File: config.mk
export PLATFORM = sky130hd
export DESIGN_NAME = nw_vc_credit_return
export DESIGN_NICKNAME = d
export VERILOG_FILES = /design/src/rtl/nw_vc_credit_return_pkg.sv /design/src/rtl/nw_vc_credit_return_rr_arbiter.sv /design/src/rtl/nw_vc_credit_return.sv
export SDC_FILE = /design/constraint.sdc
export NUM_CORES = 1
export LEC_CHECK = 0
export ABC_AREA = 1
export CAP_MARGIN = 40
export CORE_AREA = 2 2 103 75
export CTS_BUF_LIST = sky130_fd_sc_hd__clkbuf_2
export DETAILED_ROUTE_END_ITERATION = 10
export DIE_AREA = 0 0 105 77
export GPL_ROUTABILITY_DRIVEN = 0
export GPL_TIMING_DRIVEN = 0
export HOLD_SLACK_MARGIN = 0.1
export PLACE_DENSITY = 0.72
export SETUP_SLACK_MARGIN = 0.3
export SLEW_MARGIN = 10
export SYNTH_ARGS = -nofsm -noshare
export SYNTH_HDL_FRONTEND = slang
export SYNTH_SLANG_ARGS = --single-unit
File: constraint.sdc
create_clock -name clk -period 2.5 [get_ports clk]
set_input_delay 0.5 -clock clk [delete_from_list [all_inputs] [get_ports clk]]
set_output_delay 0.5 -clock clk [all_outputs]
set_load 0.01 [all_outputs]
File: src/rtl/nw_vc_credit_return_pkg.sv
// Shared types and helpers for the VC credit-return block.
// Flit, channel-control and VC index types plus clogb2/oh2bin.
package nw_vc_credit_return_pkg;

    function automatic int clogb2(input int value);
        int r;
        r = 1;
        while ((1 << r) < value) r++;
        return r;
    endfunction

    localparam int NUM_VCS  = 4;
    localparam int VC_IDX_W = clogb2(NUM_VCS);
    localparam int DATA_W   = 32;

    typedef logic [VC_IDX_W-1:0] vc_index_t;

    typedef struct packed {
        logic [NUM_VCS-1:0] vc_id;
        logic               head;
        logic               tail;
    } flit_ctrl_t;

    typedef struct packed {
        flit_ctrl_t        control;
        logic [DATA_W-1:0] data;
    } flit_t;

    typedef struct packed {
        logic               credit_valid;
        vc_index_t          credit;
        logic [NUM_VCS-1:0] nearly_full;
    } chan_cntrl_t;

    function automatic vc_index_t oh2bin(input logic [NUM_VCS-1:0] oh);
        vc_index_t b;
        b = '0;
        for (int i = 0; i < NUM_VCS; i++)
            if (oh[i]) b = b | vc_index_t'(i);
        return b;
    endfunction

endpackage

File: src/rtl/nw_vc_credit_return_rr_arbiter.sv
// Round-robin arbiter: one-hot grant, priority starts after last winner.
// Pointer moves only when update is high and something was granted.
module nw_vc_credit_return_rr_arbiter
    import nw_vc_credit_return_pkg::*;
#(
    parameter int n = NUM_VCS
) (
    input  logic         clk,
    input  logic         rst_n,
    input  logic [n-1:0] req,
    input  logic         update,
    output logic [n-1:0] grant
);

    localparam int W = clogb2(n);

    logic [W-1:0] last_q;
    logic [W-1:0] gidx;
    logic         found;

    // Two passes: VCs above the last winner first, then wrap around.
    always_comb begin
        grant = '0;
        gidx  = '0;
        found = 1'b0;
        for (int j = 0; j < n; j++) begin
            if (!found && req[j] && (j > int'(last_q))) begin
                grant[j] = 1'b1;
                gidx     = W'(j);
                found    = 1'b1;
            end
        end
        for (int j = 0; j < n; j++) begin
            if (!found && req[j] && (j <= int'(last_q))) begin
                grant[j] = 1'b1;
                gidx     = W'(j);
                found    = 1'b1;
            end
        end
    end

    // Last-winner pointer; reset value makes VC0 highest priority.
    always_ff @(posedge clk or negedge rst_n) begin
        if (!rst_n)
            last_q <= W'(n - 1);
        else if (update && found)
            last_q <= gidx;
    end

endmodule

File: src/rtl/nw_vc_credit_return.sv
// Per-VC occupancy tracking and round-robin credit return upstream.
// One credit per valid pop, one credit returned per cycle at most.
module nw_vc_credit_return
    import nw_vc_credit_return_pkg::*;
#(
    parameter int num_vcs      = NUM_VCS,
    parameter int buf_len      = 4,
    parameter int counter_bits = clogb2(buf_len + 1)
) (
    input  logic                                  clk,
    input  logic                                  rst_n,
    input  flit_t                                 flit_in,
    input  logic                                  flit_in_valid,
    input  logic [num_vcs-1:0]                    vc_pop,
    output chan_cntrl_t                           channel_cntrl_out,
    output logic [num_vcs-1:0][counter_bits-1:0]  vc_occupancy,
    output logic                                  overflow_err,
    output logic                                  underflow_err
);

    localparam logic [counter_bits-1:0] FULL = counter_bits'(buf_len);
    localparam logic [counter_bits-1:0] NF   = counter_bits'(buf_len - 1);
    localparam logic [counter_bits-1:0] ONE  = counter_bits'(1);

    logic [num_vcs-1:0][counter_bits-1:0] occ_q, occ_d;
    logic [num_vcs-1:0][counter_bits-1:0] pend_q, pend_d;
    logic [num_vcs-1:0] arr, vpop, req, grant;
    logic [num_vcs-1:0] ovf, unf, nf_d, nf_q;
    logic               cv_q;
    vc_index_t          cr_q;
    logic               unused_flit;

    assign unused_flit = ^{flit_in.control.head,
                           flit_in.control.tail,
                           flit_in.data};

    // Occupancy update, error detection and credit requests per VC.
    always_comb begin
        arr   = '0;
        vpop  = '0;
        ovf   = '0;
        unf   = '0;
        req   = '0;
        nf_d  = '0;
        occ_d = occ_q;
        for (int v = 0; v < num_vcs; v++) begin
            arr[v]  = flit_in_valid & flit_in.control.vc_id[v];
            vpop[v] = vc_pop[v] & (arr[v] | (occ_q[v] != '0));
            ovf[v]  = arr[v] & ~vc_pop[v] & (occ_q[v] == FULL);
            unf[v]  = vc_pop[v] & ~arr[v] & (occ_q[v] == '0);
            if (arr[v] && !vc_pop[v] && !ovf[v])
                occ_d[v] = occ_q[v] + ONE;
            else if (!arr[v] && vc_pop[v] && !unf[v])
                occ_d[v] = occ_q[v] - ONE;
            nf_d[v] = (occ_d[v] >= NF);
            req[v]  = (pend_q[v] != '0) | vpop[v];
        end
    end

    // Owed credits: add valid pops, retire grants, saturate at buf_len.
    always_comb begin
        pend_d = pend_q;
        for (int v = 0; v < num_vcs; v++) begin
            if (vpop[v] && !grant[v])
                pend_d[v] = (pend_q[v] == FULL) ? pend_q[v]
                                                : pend_q[v] + ONE;
            else if (!vpop[v] && grant[v])
                pend_d[v] = pend_q[v] - ONE;
        end
    end

    nw_vc_credit_return_rr_arbiter #(
        .n (num_vcs)
    ) u_arb (
        .clk    (clk),
        .rst_n  (rst_n),
        .req    (req),
        .update (1'b1),
        .grant  (grant)
    );

    // State and registered credit/nearly-full outputs; errors are sticky.
    always_ff @(posedge clk or negedge rst_n) begin
        if (!rst_n) begin
            occ_q         <= '0;
            pend_q        <= '0;
            cv_q          <= 1'b0;
            cr_q          <= '0;
            nf_q          <= '0;
            overflow_err  <= 1'b0;
            underflow_err <= 1'b0;
        end else begin
            occ_q         <= occ_d;
            pend_q        <= pend_d;
            cv_q          <= |grant;
            cr_q          <= oh2bin(grant);
            nf_q          <= nf_d;
            overflow_err  <= overflow_err | (|ovf);
            underflow_err <= underflow_err | (|unf);
        end
    end

    assign channel_cntrl_out = '{credit_valid: cv_q,
                                 credit:       cr_q,
                                 nearly_full:  nf_q};
    assign vc_occupancy = occ_q;

endmodule
# [After elaboration in Yosys (flattened, before gate mapping)]
# Cells that the tools add are included.
[word_totals] reg_bits=35 latch_bits=0 mem_bits_rw=0 mem_bits_ro=0 input_bits=45 output_inout_bits=21 elab_cells=226 n_memories=0
[classes] n_addsub=16 multipliers=0 div_mod_pow=0 order_cmp=10 eq_ne=12 shift=0 muxes=43 n_bitwise=42 reduce_logical=89
[op_table] cell="$mux W3" n=20
[op_table] cell="$logic_and A1 B1 Y1" n=36
[op_table] cell="$logic_not A1 Y1" n=30
[op_table] cell="$add A3 B1 Y3 const B" n=8
[op_table] cell="$and A1 B1 Y1" n=24
[op_table] cell="$eq A3 B3 Y1 const B" n=8
[op_table] cell="$reduce_bool A3 Y1" n=8
[op_table] cell="$sub A3 B1 Y3 const B" n=8
[op_table] cell="$mux W2" n=8
[op_table] cell="$mux W1" n=15
[op_table] cell="$ge A3 B2 Y1 const B" n=4
[op_table] cell="$logic_not A3 Y1" n=4
[op_table] cell="$reduce_or A4 Y1" n=3
[op_table] cell="$or A1 B1 Y1" n=10
[op_table] cell="$ne A2 B2 Y1 const B" n=4
[op_table] cell="$not A1 Y1" n=8
[op_table] cell="$reduce_and A2 Y1" n=4
[op_table] cell="$reduce_bool A2 Y1" n=4
[op_table] cell="$gt A2 B2 Y1 const A" n=2
[op_table] cell="$le A2 B2 Y1 const A" n=2
[op_table] cell="$gt A1 B2 Y1 const A" n=1
[op_table] cell="$le A1 B2 Y1 const A" n=1

# [Logic depth before layout (Yosys ltp)]
# Gate-level depths: netlist (run 1).
[depth] depth_word=33 ltp_mapped=17 depth_no_buf=17

# [Hierarchy]
# From an unflattened synthesis (run 1), not the netlist that was laid out.
[unflattened] hier_cells=318 hier_area_um2=2323.5
[by_module_without_submodules] module="nw_vc_credit_return" n_inst=1 cells_each=280 area_each_um2=2099.5 seq_area_each_um2=825.8
[by_module_without_submodules] module="nw_vc_credit_return_rr_arbiter" n_inst=1 cells_each=38 area_each_um2=224.0 seq_area_each_um2=52.6

# [Worst setup path before layout (run 1)]
# No wires, ideal clock.
[synth_path] path_type="register to register" start="register occ_q (netlist bit vc_occupancy[0])" end="register pend_q[11] (netlist name)" setup_ps=117 arrival_ps=2255 required_ps=2383 slack_ps=128 path_stages_with_launch=17 n_path_buf=0 synth_period_minus_slack_ps=2372 cell_sequence="dfrtp_1 inv_1 ha_1 inv_1 nor2_1 nand2_1 nand2_1 nand4_2 nor2_8 nand4_4 nand3_1 inv_1 fa_1 nand4_1 nand3_2 nand2_1 nand2_1"
[synth_between] elab_chain_len=22 elab_cells_between_ends=25 classes_between="eq/ne: 1; mux: 5; bitwise: 3; reduce/logical: 16"
[synth_lines] item="start, declared" line_no="nw_vc_credit_return.sv:25" text="logic [num_vcs-1:0][counter_bits-1:0] occ_q, occ_d;"
[synth_lines] item="start signal, assigned" line_no="nw_vc_credit_return.sv:85" text="occ_q <= '0;"
[synth_lines] item="start signal, assigned" line_no="nw_vc_credit_return.sv:93" text="occ_q <= occ_d;"
[synth_lines] item="$reduce_bool A3 Y1 (*)" line_no="nw_vc_credit_return.sv:48" text="vpop[v] = vc_pop[v] & (arr[v] | (occ_q[v] != '0));"
[synth_lines] item="$or A1 B1 Y1 (*)" line_no="nw_vc_credit_return.sv:48"
[synth_lines] item="$and A1 B1 Y1 (*)" line_no="nw_vc_credit_return.sv:48"
[synth_lines] item="$or A1 B1 Y1 (*)" line_no="nw_vc_credit_return.sv:56" text="req[v] = (pend_q[v] != '0) | vpop[v];"
[synth_lines] item="$logic_and A1 B1 Y1 (*)" line_no="nw_vc_credit_return_rr_arbiter.sv:34" text="if (!found && req[j] && (j <= int'(last_q))) begin"
[synth_lines] item="$mux W1 (*)" line_no="nw_vc_credit_return_rr_arbiter.sv:34"
[synth_lines] item="$logic_not A1 Y1" line_no="nw_vc_credit_return_rr_arbiter.sv:34"
[synth_lines] item="$logic_and A1 B1 Y1 (2 in series)" line_no="nw_vc_credit_return_rr_arbiter.sv:34"
[synth_lines] item="[4 not listed]"
[synth_lines] item="$mux W1 (*)" line_no="nw_vc_credit_return_rr_arbiter.sv:34"
[synth_lines] item="$logic_not A1 Y1 (*)" line_no="nw_vc_credit_return_rr_arbiter.sv:34"
[synth_lines] item="$logic_and A1 B1 Y1 (*) (2 in series)" line_no="nw_vc_credit_return_rr_arbiter.sv:34"
[synth_lines] item="$mux W1 (*)" line_no="nw_vc_credit_return_rr_arbiter.sv:34"
[synth_lines] item="$logic_not A1 Y1" line_no="nw_vc_credit_return.sv:64" text="if (vpop[v] && !grant[v])"
[synth_lines] item="$logic_and A1 B1 Y1" line_no="nw_vc_credit_return.sv:64"
[synth_lines] item="$ne A2 B2 Y1 (no line) or $reduce_bool A2 Y1 (tied branches)"
[synth_lines] item="$reduce_and A2 Y1 (no line)"
[synth_lines] item="end signal, assigned" line_no="nw_vc_credit_return.sv:94" text="pend_q <= pend_d;"
[synth_lines] item="end, declared" line_no="nw_vc_credit_return.sv:26" text="logic [num_vcs-1:0][counter_bits-1:0] pend_q, pend_d;"
# Mark *: on every way between the ends. The rest lies on a longest branch, timed or not.
# A chain may end at the register's enable or synchronous reset.

# [Final worst setup path (run 1)]
[layout_path] start="input flit_in[35] (netlist name)" end="register pend_q[5] (netlist name)"
[layout_between] elab_chain_len=25 elab_cells_between_ends=29 classes_between="eq/ne: 1; mux: 6; bitwise: 4; reduce/logical: 18"
[layout_lines] item="start, declared" line_no="nw_vc_credit_return.sv:12" text="input flit_t flit_in,"
[layout_lines] item="$and A1 B1 Y1 (*)" line_no="nw_vc_credit_return.sv:47" text="arr[v] = flit_in_valid & flit_in.control.vc_id[v];"
[layout_lines] item="$or A1 B1 Y1 (*)" line_no="nw_vc_credit_return.sv:48"
[layout_lines] item="$and A1 B1 Y1 (*)" line_no="nw_vc_credit_return.sv:48"
[layout_lines] item="$or A1 B1 Y1" line_no="nw_vc_credit_return.sv:56"
[layout_lines] item="$logic_and A1 B1 Y1" line_no="nw_vc_credit_return_rr_arbiter.sv:27" text="if (!found && req[j] && (j > int'(last_q))) begin"
[layout_lines] item="$mux W1" line_no="nw_vc_credit_return_rr_arbiter.sv:27"
[layout_lines] item="$logic_not A1 Y1" line_no="nw_vc_credit_return_rr_arbiter.sv:27"
[layout_lines] item="$logic_and A1 B1 Y1 (2 in series)" line_no="nw_vc_credit_return_rr_arbiter.sv:27"
[layout_lines] item="[7 not listed]"
[layout_lines] item="$mux W1" line_no="nw_vc_credit_return_rr_arbiter.sv:34"
[layout_lines] item="$logic_not A1 Y1" line_no="nw_vc_credit_return_rr_arbiter.sv:34"
[layout_lines] item="$logic_and A1 B1 Y1 (2 in series)" line_no="nw_vc_credit_return_rr_arbiter.sv:34"
[layout_lines] item="$mux W1" line_no="nw_vc_credit_return_rr_arbiter.sv:34"
[layout_lines] item="$logic_not A1 Y1" line_no="nw_vc_credit_return.sv:64"
[layout_lines] item="$logic_and A1 B1 Y1" line_no="nw_vc_credit_return.sv:64"
[layout_lines] item="$ne A2 B2 Y1 (no line) or $reduce_bool A2 Y1 (tied branches)"
[layout_lines] item="$reduce_and A2 Y1 (no line)"
# Marked as above.

==> summary.md, run 1 <==
| Metric | Value |
|---|---|
| DRT antenna net count | `0` |
| Met3 WL | `255 um` |
| Setup slack at placement | `-0.4997 ns` |
| Wire length on met1 | `around 2600 um` |
| Slowest CP cell | `clkdlybuf4s50_1` |
| Count of clock tree sinks | `35` |
| Initial DRT Pass Iterations | `4` |
| Die Span Y | `77 um` |
| Clk_lat worst skew | `roughly 0.39 ns` |
| Dominant cell type by area after synthesis | `dfrtp_1` |
| WS Path Type | `in2reg` |
| Data required, critical path | `2.81 ns` |
| Via count | `between 2,000 and 2,500` |
| Drt total wl | `5510 um` |
| Most common cell after layout, fill and taps aside | `nand2_1` |
| DR WL/cell | `11.95 um` |
| Worst-path fanout max | `5` |
| Final period util | `0.9264` |
| Syn Nets | `346` |
| Fin cells | `461` |
| Crit path from | `flit_in[35]` |
| Crit-path leading delay family | `simple AND/OR/NAND/NOR gates` |
| Share of layout cells above drive strength 1 | `0.3278` |
| Cell variety after synth | `38` |
| DR vias/cell | `~4.6` |
| Nets | `423` |
| Initial antenna violation count | `0` |
| Die area | `between 8000 and 9000 um^2` |
| Grt ovf | `0` |
| FF-to-FF Start | `vc_occupancy[3]` |
| 1st-iter DRT viols | `63` |
| Fin util | `0.4684` |
| Syn Inst Count | `285` |
| Row cnt | `26` |
| Total GRT Usage | `0.1350` |
| Met2 WL post-DR | `roughly 2600 um` |
| Crit path DAT | `2.63 ns` |
| Top sig layer | `met4` |
| Share of Yosys cell area claimed by the top area cell type | `0.3429` |
| Effective utilization at floorplan | `0.3396` |
| Minimum clock period | `about 2.3 ns` |
| Max cap viols | `0` |
| CP endpoint kind | `flop` |
| Yosys Warn Count | `0` |
| Crit-path max cell delay | `0.47 ns` |
| P_leak | `1.649 nW` |
| Seq cells post-synth | `35` |
| Largest net degree at the start of global routing | `36` |
| RSZ-0062 raised after global routing | `true` |
| Peak VDD IR | `0.6598 mV` |
| First-pass GRT wire length | `between 8000 and 9000 um` |
| CP bufs+invs | `2` |
| Final instance area | `about 3300 um^2` |
| DRC | `0` |
| Status | `finished, final reports clean` |
| # port buffers | `31` |
| Reg2Reg Depth | `17` |
| CTS HTree Levels | `2` |
| Hold crit path type | `in2async` |
| Final hold violations | `0` |
| CTS Buf Count | `5` |
| IO Pins | `66` |
| Vias in the first global route | `2,045` |
| Synthesized area | `2409 um^2` |
| Power per cell area | `1294 nW/um^2` |
| Most used cell, CP | `nand2_4` |
| Slew headroom | `0.4601` |
| Most frequent cells in the layout | `64 x nand2_1, 40 x buf_4, 34 x inv_1` |
| Worst hold slack | `about 0.17 ns` |
| Total core area | `7092 um^2` |
| Die X | `between 100 and 150 um` |
| Post-synthesis sequential area ratio | `0.3647` |
| Syn avg cell area | `roughly 8.5 um^2` |
| TritonCTS clock tree | `done` |
| Fillers | `between 600 and 700` |
| Crit path depth | `17` |
| Worst setup margin | `0.1840 ns` |
| ANT cells | `0` |
| Peak Freq | `0.4318 GHz` |
| Final Setup Violations | `0` |
| Clk pin slew, worst setup/hold paths | `roughly 0.19 ns` |
| Max Root-Sink Buffers | `2` |
| Post-DP Area | `2888 um^2` |
| Final Skew | `0.02449 ns` |
| Area growth syn-to-layout | `37.92%` |
| Worst path cell trace | `clkdlybuf4s50_1, nand2_2, nand3_4, nand2_4, nand2_4, nand2_4, nand3_4, nor2_8, nand2_4, nand2_4, nor2_4, inv_2, fa_2, xnor2_2, nand2_1, nand2_1, nand2_1` |
| CTS root buf | `clkbuf_2` |
| Top cells by area, synth | `dfrtp_1 34%, nand2_1 10%, inv_1 6.9%` |
| Hpwl dp | `roughly 3700 um` |
| Dpl cells | `414` |
| Setup crit start kind | `input pin` |
| Final Slew Violations | `0` |
| Worst-Margin Slew | `0.8099 ns` |
==> per-stage QoR <==
| step | power [mW] | TNS (ns) |
|---|---|---|
| finish | 4.298 | 0 |
| global route | 4.695 | 0 |
| CTS | 4.063 | 0 |
| detailed placement | 3.459 | -3.159 |
| global placement | 3.374 | -2.642 |
| floorplan | 2.805 | 0 |
==> layout make-up <==
type                            instances  area [um^2]  area share
Multi-Input combinational cell        202         1503      0.4524
Clock buffer                            6        30.03    0.009040
Inverter                               47        176.4     0.05311
Tap cell                               98        122.6     0.03691
Clock inverter                          2        7.507    0.002260
Buffer                                  1        7.507    0.002260
Sequential cell                        35        878.3      0.2644
Timing Repair Buffer                   70        596.8      0.1797
==> what timing repair did <==
| action | 4_1_cts | 5_1_grt |
|---|---|---|
| resized for setup | 16 | 10 |
| hold buffers | 0 | 0 |
| buffers inserted | 23 | 16 |
| endpoints found under the setup margin | 7 | 8 |
| pin swaps | 11 | 17 |
| endpoints found under the hold margin | 0 | 0 |
==> power breakdown <==
part	internal (mW)	total, mW	leakage, nW	switching, mW
sequential	0.867	1.13	0.405	0.259
combinational	1.40	2.91	1.22	1.51
clock	0.0674	0.263	0.0281	0.195
total	2.34	4.30	1.65	1.96
==> layer usage <==
metal / global-route usage / vias up
met5: 0 / -
met4: 0.05333 / 0
met3: 0.03827 / 5
met2: 0.2071 / 48
met1: 0.1795 / 1025
li1: - / 1051
==> final timing paths <==
kind                                   end  slack [ns]
min in group clk             underflow_err        0.51
setup reg to reg                 pend_q[5]        0.20
hold / removal             vc_occupancy[1]        0.17
setup / recovery                 pend_q[5]        0.18
hold reg to reg              underflow_err        0.51
max in group asynchronous          nf_q[0]        1.80
==> synth_stat cells <==
cell type / instances
nor2_4: 3
or2_0: 1
o21bai_1: 1
nand4_1: 7
nand2_2: 14
nand3_4: 1
buf_4: 1
a21oi_1: 2
dfrtp_1: 33
a21oi_2: 1
inv_2: 3
ha_1: 12
xnor2_1: 1
nand3_2: 5
inv_1: 44
o21ai_0: 6
nand4_4: 1
or2_4: 1
nand3b_1: 2
o311ai_0: 1
dfstp_2: 2
o21ai_2: 2
nor2_1: 24
a32oi_1: 4
xor2_1: 11
nand2_1: 65
nand4_2: 1
nor3_2: 1
nor2_8: 1
nand2_4: 8
o211ai_1: 1
nand3_1: 9
xor2_2: 2
a31oi_1: 1
fa_1: 4
nor3_1: 5
o21a_1: 1
or2_2: 3
==> flip-flops by register name (all words and copies together) (netlist names) <==
register and cells:
pend_q 12, cr_q 2, underflow_err 1, vc_occupancy 12, u_arb.last_q 2, overflow_err 1, nf_q 4, cv_q 1
==> cells by family (layout without fill, tap and decap cells) <==
| group | count (synthesis) | after routing | synth area share |
|---|---|---|---|
| and+or+nand+nor | 152 | 152 | 0.3486 |
| buffers and inverters | 48 | 126 | 0.07637 |
| DFF | 35 | 35 | 0.3647 |
| AOI/OAI and AO/OA | 20 | 20 | 0.05767 |
| adders and majority gates | 16 | 16 | 0.09558 |
| xor gates and xnor gates | 14 | 14 | 0.05714 |
Power figures use the tool's default switching activity.
==> inputs of run 2 (changes only) <==
--- a/config.mk
+++ b/config.mk
@@ -7,14 +7,15 @@
 export LEC_CHECK = 0
 export ABC_AREA = 1
 export CAP_MARGIN = 40
-export CORE_AREA = 2 2 103 75
+export CORE_AREA = 2 2 86 64
 export CTS_BUF_LIST = sky130_fd_sc_hd__clkbuf_2
 export DETAILED_ROUTE_END_ITERATION = 10
-export DIE_AREA = 0 0 105 77
+export DIE_AREA = 0 0 88 66
 export GPL_ROUTABILITY_DRIVEN = 0
 export GPL_TIMING_DRIVEN = 0
 export HOLD_SLACK_MARGIN = 0.1
-export PLACE_DENSITY = 0.72
+export MAX_ROUTING_LAYER = met4
+export PLACE_DENSITY = 0.93
 export SETUP_SLACK_MARGIN = 0.3
 export SLEW_MARGIN = 10
 export SYNTH_ARGS = -nofsm -noshare
==> run 2 against run 1 <==
  * Critical endpoint unchanged
  * Sequential power about the same
  * Largest power group unchanged
  * Count of clock-buffer cells in the layout decreased by 1
  * Design area decreased by 0.41%
  * Non-clock buffer count increased by 2
==> summary.md, run 2 (same netlist as run 1, synthesis figures left out) <==
| Metric | Value |
|---|---|
| Grt ovf | `0` |
| # port buffers | `31` |
| Initial antenna violation count | `0` |
| Final Slew Violations | `0` |
| 1st-iter DRT viols | `120` |
| Vias in the first global route | `roughly 2,200` |
| Count of clock tree sinks | `35` |
| Data required, critical path | `2.81 ns` |
| Dpl cells | `388` |
| Total Power | `between 4 and 5 mW` |
| CTS root buf | `clkbuf_2` |
| Power per cell area | `approximately 1300 nW/um^2` |
| Effective utilization at floorplan | `0.4834` |
| DR vias/cell | `5.078` |
| Final Skew | `0.02693 ns` |
| Die Span Y | `66 um` |
| Worst setup margin | `0.1939 ns` |
| CTS Buf Count | `5` |
| Final hold violations | `0` |
| ANT cells | `0` |
| TritonCTS clock tree | `done` |
| Fin cells | `437` |
| Initial DRT Pass Iterations | `5` |
| Setup TNS | `0 ns` |
| Worst-path fanout max | `4` |
| Die area | `about 5800 um^2` |
| First-pass GRT wire length | `10,050 um` |
| Area growth syn-to-layout | `37.35%` |
| RSZ-0062 raised after global routing | `true` |
| Die X | `approximately 88 um` |
| DRC | `0` |
| Clk pin slew, worst setup/hold paths | `0.21 ns` |
| CTS HTree Levels | `2` |
| WS Path Type | `reg2reg` |
| Clk_lat worst skew | `0.41 ns` |
| IO Pins | `66` |
| Max cap viols | `0` |
| Hpwl dp | `3797 um` |
| Final Setup Violations | `0` |
| Hold crit path type | `in2async` |
| Setup slack at placement | `-0.5870 ns` |
| Nets | `425` |
| Setup crit start kind | `flop` |
| Final period util | `0.9224` |
| DR WL/cell | `14.16 um` |
| Status | `finished, final reports clean` |
| Post-DP Area | `2855 um^2` |
| Total core area | `4982 um^2` |
| Via count | `2,219` |
| Largest net degree at the start of global routing | `36` |
| Slew headroom | `0.4721` |
| Drt total wl | `slightly above 6000 um` |
| DRT antenna net count | `0` |
| Worst-Margin Slew | `0.7918 ns` |
| Row cnt | `22` |
| CP endpoint kind | `flop` |
| Share of layout cells above drive strength 1 | `0.3589` |
| Total GRT Usage | `0.2346` |
| Minimum clock period | `2.306 ns` |
| Most common cell after layout, fill and taps aside | `nand2_1` |
| Peak VDD IR | `0.8201 mV` |
| Crit path DAT | `2.61 ns` |
| Most frequent cells in the layout | `60 x nand2_1, 42 x buf_4, 32 x inv_1, 32 x dfrtp_1, 25 x clkdlybuf4s50_1` |
| P_leak | `1.666 nW` |
| Max Root-Sink Buffers | `2` |
| Peak Freq | `0.4336 GHz` |
| Final instance area | `3308 um^2` |
==> run 2: changes by cell type in the layout (fill, tap and decap cells not counted), sizes merged <==
cell           before  now
buf                41   43
dlygate4sd2         1    4
clkdlybuf4s15       0    1
clkbuf              6    5
clkinv              2    3
clkdlybuf4s50      29   25
==> run 2: worst paths after layout <==
path,startpoint,to,slack [ns],cells past startpoint
min in group clk,pend_q[3],pend_q[3],0.51,1
setup / recovery,vc_occupancy[3],pend_q[5],0.19,17
hold / removal,rst_n,vc_occupancy[5],0.12,1
hold reg to reg,pend_q[3],pend_q[3],0.51,1
setup reg to reg,vc_occupancy[3],pend_q[5],0.19,17
max in group asynchronous,rst_n,pend_q[3],1.80,1
==> run 2: final cells by class <==
type,count,area [um^2]
Timing Repair Buffer,72,609.3
Fill cell,370,1674
Multi-Input combinational cell,202,1505
Inverter,47,176.4
Sequential cell,35,879.6
Buffer,1,7.507
Tap cell,72,90.09
Clock buffer,5,25.02
Clock inverter,3,15.01
==> run 2: where the power goes <==
| group | leakage, nW | internal, mW | switching, mW | total (mW) |
|---|---|---|---|---|
| Sequential | 0.404 | 0.869 | 0.267 | 1.14 |
| Combinational | 1.23 | 1.45 | 1.60 | 3.05 |
| Clock | 0.0325 | 0.0641 | 0.205 | 0.269 |
==> run 2: what timing repair did <==
item	4_1_cts	5_1_grt
gates resized for setup	28	10
pin swaps	18	12
endpoints found under the setup margin	9	8
hold buffers	0	0
endpoints found under the hold margin	0	0
cloned	0	0
buffers inserted	29	12
==> run 2: critical path: stages (launching register included) <==
cell and delay (ns):
dfrtp_1 0.41, inv_2 0.06, ha_4 0.16, nand3_4 0.10
nand2_4 0.07, nand2_4 0.09, nand2_4 0.07, nand3_4 0.12
nor2_8 0.07, nand2_2 0.10, nand2_2 0.08, nor2_4 0.11
inv_2 0.05, fa_2 0.37, xnor2_2 0.16, nand2_1 0.08
nand2_1 0.06, nand2_1 0.05
==> run 2: per-stage QoR <==
| stage | util | hold WS (ns) |
|---|---|---|
| floorplan | - | 0.2044 |
| global placement | 0.5741 | 0.4692 |
| finish | 0.6640 | 0.1249 |
| detailed placement | 0.5731 | 0.4783 |
| CTS | 0.6401 | 0.1704 |
| global route | 0.6640 | 0.1685 |
==> run 2: routing by layer <==
layer / wire length (um) / up-vias / GRT usage
met2: 3093 / 91 / 0.3968
met5: 0 / - / -
met3: 343 / 21 / 0.05493
met1: 2585 / 1051 / 0.2689
met4: 165 / 0 / 0.09808
li1: - / 1056 / -
==> inputs of run 3 (changes only) <==
--- a/config.mk
+++ b/config.mk
@@ -13,7 +13,7 @@
 export DIE_AREA = 0 0 88 66
 export GPL_ROUTABILITY_DRIVEN = 0
 export GPL_TIMING_DRIVEN = 0
-export HOLD_SLACK_MARGIN = 0.1
+export HOLD_SLACK_MARGIN = 0.08
 export MAX_ROUTING_LAYER = met4
 export PLACE_DENSITY = 0.93
 export SETUP_SLACK_MARGIN = 0.3
==> results of run 3 <==
Final layout, timing and power as in run 2 (identical DEF).
